$ cat config.mk
export PLATFORM = sky130hd
export DESIGN_NAME = if_pc_stage
export DESIGN_NICKNAME = d
export VERILOG_FILES = /design/src/rtl/if_pc_stage.sv
export SDC_FILE = /design/constraint.sdc
export NUM_CORES = 1
export LEC_CHECK = 0
export ABC_AREA = 1
export CAP_MARGIN = 25
export CORE_MARGIN = 2
export CORE_UTILIZATION = 47
export DETAILED_ROUTE_END_ITERATION = 8
export HOLD_SLACK_MARGIN = 0.12
export PLACE_DENSITY = 0.95
export SYNTH_ARGS = -nofsm -noshare
export SYNTH_HDL_FRONTEND = slang
export SYNTH_SLANG_ARGS = --single-unit
$ cat constraint.sdc
create_clock -name clk -period 2.3 [get_ports clk]
set_input_delay 0.46 -clock clk [delete_from_list [all_inputs] [get_ports clk]]
set_output_delay 0.46 -clock clk [all_outputs]
set_load 0.03 [all_outputs]
$ cat src/rtl/if_pc_stage.sv
// Fetch PC generator with the IF/ID PC/prediction register; redirects from EX and ID, PC+4 otherwise.
// Optional direct-mapped branch target buffer enabled by defining BTB_EN.
module if_pc_stage #(
   parameter logic [31:0] RESET_PC  = 32'h0000_0000,
   parameter int          BTB_IDX_W = 4
) (
   input  logic        clk,
   input  logic        rst,
   input  logic        bubbleF,
   input  logic        bubbleD,
   input  logic        flushD,
   input  logic        jal_ID,
   input  logic [31:0] jal_target_ID,
   input  logic        jalr_EX,
   input  logic [31:0] jalr_target_EX,
   input  logic        br_EX,
   input  logic        br_taken_EX,
   input  logic [31:0] br_target_EX,
   input  logic [31:0] pc_EX,
   input  logic        pred_taken_EX,
   output logic [29:0] addr,
   output logic [31:0] pc_IF,
   output logic [31:0] pc_ID,
   output logic        pred_taken_ID,
   output logic        redirect_EX
);

   if ((BTB_IDX_W < 1) || (BTB_IDX_W > 28)) begin : g_bad_btb_idx_w
      $error("if_pc_stage: BTB_IDX_W must be within 1..28");
   end

   logic [31:0] r_pc_IF;
   logic [31:0] r_pc_ID;
   logic        r_pred_ID;
   logic [31:0] w_pc_next;
   logic        w_mispredict;
   logic        w_pred_IF;

`ifdef BTB_EN
   localparam int BTB_N = 1 << BTB_IDX_W;
   localparam int TAG_W = 30 - BTB_IDX_W;

   logic [BTB_N-1:0] r_btb_vld;
   logic [TAG_W-1:0] r_btb_tag [BTB_N];
   logic [31:0]      r_btb_tgt [BTB_N];
   logic [1:0]       r_btb_cnt [BTB_N];

   logic [BTB_IDX_W-1:0] w_lk_idx;
   logic [TAG_W-1:0]     w_lk_tag;
   logic [31:0]          w_btb_tgt;
   logic [BTB_IDX_W-1:0] w_up_idx;
   logic [TAG_W-1:0]     w_up_tag;
   logic                 w_up_hit;

   assign w_lk_idx  = r_pc_IF[BTB_IDX_W+1:2];
   assign w_lk_tag  = r_pc_IF[31:BTB_IDX_W+2];
   assign w_pred_IF = r_btb_vld[w_lk_idx] & (r_btb_tag[w_lk_idx] == w_lk_tag)
                      & r_btb_cnt[w_lk_idx][1];
   assign w_btb_tgt = r_btb_tgt[w_lk_idx];

   assign w_up_idx = pc_EX[BTB_IDX_W+1:2];
   assign w_up_tag = pc_EX[31:BTB_IDX_W+2];
   assign w_up_hit = r_btb_vld[w_up_idx] & (r_btb_tag[w_up_idx] == w_up_tag);

   // Only valid bits are reset; tag/target/counter storage stays RAM-friendly.
   always_ff @(posedge clk) begin
      if (rst) begin
         r_btb_vld <= '0;
      end else if (br_EX && !w_up_hit && br_taken_EX) begin
         r_btb_vld[w_up_idx] <= 1'b1;
      end
   end

   always_ff @(posedge clk) begin
      if (!rst && br_EX) begin
         if (w_up_hit) begin
            r_btb_tgt[w_up_idx] <= br_target_EX;
            if (br_taken_EX) begin
               r_btb_cnt[w_up_idx] <= (r_btb_cnt[w_up_idx] == 2'b11) ? 2'b11
                                      : r_btb_cnt[w_up_idx] + 2'b01;
            end else begin
               r_btb_cnt[w_up_idx] <= (r_btb_cnt[w_up_idx] == 2'b00) ? 2'b00
                                      : r_btb_cnt[w_up_idx] - 2'b01;
            end
         end else if (br_taken_EX) begin
            r_btb_tag[w_up_idx] <= w_up_tag;
            r_btb_tgt[w_up_idx] <= br_target_EX;
            r_btb_cnt[w_up_idx] <= 2'b10;
         end
      end
   end
`else
   assign w_pred_IF = 1'b0;
`endif

   assign w_mispredict = br_EX & (br_taken_EX != pred_taken_EX);
   assign redirect_EX  = jalr_EX | w_mispredict;

   // EX redirects sit above bubbleF so a stalled front end never drops them.
   always_comb begin
      w_pc_next = r_pc_IF + 32'd4;
      if (jalr_EX) begin
         w_pc_next = {jalr_target_EX[31:1], 1'b0};
      end else if (w_mispredict) begin
         w_pc_next = br_taken_EX ? br_target_EX : pc_EX + 32'd4;
      end else if (bubbleF) begin
         w_pc_next = r_pc_IF;
      end else if (jal_ID) begin
         w_pc_next = jal_target_ID;
      end
`ifdef BTB_EN
      else if (w_pred_IF) begin
         w_pc_next = w_btb_tgt;
      end
`endif
   end

   always_ff @(posedge clk) begin
      if (rst) begin
         r_pc_IF <= RESET_PC;
      end else begin
         r_pc_IF <= w_pc_next;
      end
   end

   always_ff @(posedge clk) begin
      if (rst) begin
         r_pc_ID   <= 32'd0;
         r_pred_ID <= 1'b0;
      end else if (bubbleD) begin
         r_pc_ID   <= r_pc_ID;
         r_pred_ID <= r_pred_ID;
      end else if (flushD) begin
         r_pc_ID   <= 32'd0;
         r_pred_ID <= 1'b0;
      end else begin
         r_pc_ID   <= r_pc_IF;
         r_pred_ID <= w_pred_IF;
      end
   end

   assign pc_IF         = r_pc_IF;
   assign addr          = r_pc_IF[31:2];
   assign pc_ID         = r_pc_ID;
   assign pred_taken_ID = r_pred_ID;

endmodule

==> results of run 1 <==
[sequential cells by signal, indices dropped and copies added (netlist names), named ones only]
signal,cells
pc_ID,32
pc_IF,31
[tightest hold or removal path, delay by kind of cell (launching register included)]
| family | cells | cell delay (ps) |
|---|---|---|
| AO/OA/AOI/OAI | 1 | 80 |
| flip-flops | 1 | 320 |
| AND/OR/NAND/NOR | 1 | 100 |
[cell families after synthesis]
logic type / share of synthesized area, %
muxes: 0.1816
xor gates and xnor gates: 2.860
adders and majority gates: 0.4540
other: 0.06804
DFF: 23.25
and+or+nand+nor: 43.11
buffers and inverters: 12.94
AOI/OAI and AO/OA: 17.14
[power by group through the flow]
| stage | logic (mW) | registers [mW] | clock network, mW |
|---|---|---|---|
| 2_1_floorplan | 0.652 | 1.48 | 0 |
| 3_3_place_gp | 1.45 | 1.34 | 0 |
| 3_5_place_dp | 1.47 | 1.34 | 0 |
| 4_1_cts | 1.49 | 1.32 | 1.50 |
| 5_1_grt | 1.60 | 1.34 | 1.57 |
| 6_report | 1.50 | 1.33 | 1.50 |
[routing by layer]
layer / up-vias / routed length (µm) / track usage [%]
met5: - / 0 / 0
met4: 0 / 805 / 14.23
met2: 478 / 10400 / 56.35
met1: 3323 / 8922 / 45.60
met3: 60 / 2153 / 5.130
li1: 3517 / - / -
[layout make-up]
type | count | area [µm²]
Clock buffer | 9 | 225.2
Sequential cell | 64 | 1281
Timing Repair Buffer | 283 | 2750
Fill cell | 967 | 3104
Clock inverter | 7 | 100.1
Multi-Input combinational cell | 756 | 3517
Tap cell | 143 | 178.9
Inverter | 67 | 261.5
[through the flow]
step	setup WS [ps]	cell area (µm²)
6_report	170.8	8314
5_1_grt	130.1	8314
4_1_cts	178.5	8314
3_5_place_dp	-34.38	7989
3_3_place_gp	4.179	7989
2_1_floorplan	468.4	5512
[synthesized netlist by cell type (2+ instances only)]
master	instances
nand2_2	3
buf_2	7
nand4_1	4
inv_1	63
o21ai_0	83
a31oi_1	2
clkbuf_1	29
nor3_1	8
nand3_2	2
dfxtp_1	64
nand3_1	76
xnor2_1	4
nor2_2	8
nand2_1	213
ha_1	2
nor2_1	204
o21ai_1	8
buf_6	2
nand3b_1	9
a21oi_1	83
nor2_4	9
buf_4	35
xor2_1	14
and2_1	3
o211ai_1	5
or2_2	8
[path summary, 6_finish.rpt]
| kind | startpoint | end | slack, ps | cells past startpoint |
|---|---|---|---|---|
| worst max-delay path | pc_IF[23] | addr[21] | 170 | 1 |
| worst min register to register | pc_ID[19] | pc_ID[19] | 530 | 2 |
| worst max register to register | pc_IF[4] | pc_IF[28] | 190 | 10 |
| worst min-delay path | pc_ID[19] | pc_ID[19] | 530 | 2 |
==> flow_summary.ini, run 1 <==
[status]
outcome = finished, final reports clean

[global_route]
grt_pass1_wl_mm = 35.22
grt_max_degree = 57
grt_overflow = 0
grt_usage_pct = 34.45
grt_antenna_before_repair = 0
grt_pass1_vias = 6901

[worst_setup_path]
critical_path.top_delay_family = buffers and inverters
crit_fanout = 9
worstPathCellList = clkdlybuf4s50_1
worst_setup_path_end_kind = output pin
required_ps = 1840
path_buf_inv = 1
crit_type = register to output pin
worstPathArrival_ps = 1670
slowest_delay_ps = 760
crit_path_start_kind = register
cpMaxStageDelayCell = clkdlybuf4s50_1

[power_and_ir_drop]
combPwrFrac_pct = 34.7
p_leak_nw = 3.410
p_sw_mw = 1.501
seqPwrFrac_pct = 30.6
p_clk_share_pct = 34.7
total_power_mw = 4.333
swShare_pct = 34.64
ir_drop_uv = 533.0
power.density_nw_per_um2 = 521.1
internal-power_mw = 2.832

[cts]
cts_made_buffers = 9
cts_tree = yes
cts_root_buffer = clkbuf_16
post_cts_buffers = 0
clock_latency_ps = 330
path_clk_slew_ps = 60
cts.htree.levels = 3
cts_num_sinks = 64
post_cts_resized = 0
holdBufCountCts = 0
clockBufferDepth = 2

[hold_path]
holdCritPathClass = register to register

[floorplanning]
num_rows = 39
die_height_um = 112.3
num_io_pins = 234
die_w_um = 112.3
core-area_um2 = 11420
dieArea_um2 = 12610
start_util_pct = 48.27

[cells_and_area]
final_nets = 1321
final_cell_mix = clkdlybuf4s50_1, nand2_1, nor2_1
n_antenna_cell = 0
fin_util_pct = 72.81
layout_commonest_cell = clkdlybuf4s50_1
area_growth_pct = 50.85
layout-drive-gt1-share_pct = 8.769
stdcell_count = 1329

[synthesis]
synth_edf_count = 0
avgSynthCellArea_um2 = 5.729
yosysUniqueCellTypes = 40
ys_seq_elements = 64
synthFlopType = dfxtp_1
synth_warnings = 0
yosysSeqAreaShare_pct = 23.25
synth.top_cell.area_share_pct = 23.25
async_flop_share_pct = 0
synth.area.top_cells = dfxtp_1, nand2_1, nor2_1
postSynthCellCount = 962
syn_nets = 1102
synth_area_um2 = 5512
synth_area_leader_cell = dfxtp_1

[sta]
setup_violations = 0
hold_violations = 0
layout_worst_path_cycle_share_pct = 92.57
maxSlewViolCount = 0
fin_skew_ps = 7.613
slew_headroom_pct = 31.41
period_minus_slack_ps = 2129
worst_slew_pin_slew_ps = 1028
setup_tns_ps = 0
hold_ws_ps = 530.7
rsz0062_at_grt = no
fmax_mhz = 469.7

[job]
drv_cap = 0

[detailed_routing]
wl_per_cell_um = 16.76
drt-initial-drc-count = 746
vias_per_cell = 5.552
drt_wl_total_mm = 22.28
drc = 0
detail_route.first_pass.iterations = 9
num_vias = 7378
ant_nets = 0

[placement]
port_buffers = 231
post-dp-hpwl_mm = 17.04
dp.cells = 1313
routabilityCongestion = 0.9863
Power figures use the tool's default switching activity.
==> run 2, diff against run 1 <==
--- a/config.mk
+++ b/config.mk
@@ -9,6 +9,7 @@
 export CAP_MARGIN = 25
 export CORE_MARGIN = 2
 export CORE_UTILIZATION = 47
+export CTS_CLUSTER_SIZE = 25
 export DETAILED_ROUTE_END_ITERATION = 8
 export HOLD_SLACK_MARGIN = 0.12
 export PLACE_DENSITY = 0.95
==> results of run 2 <==
The final DEF is identical to that of run 1; final timing and power are the same.
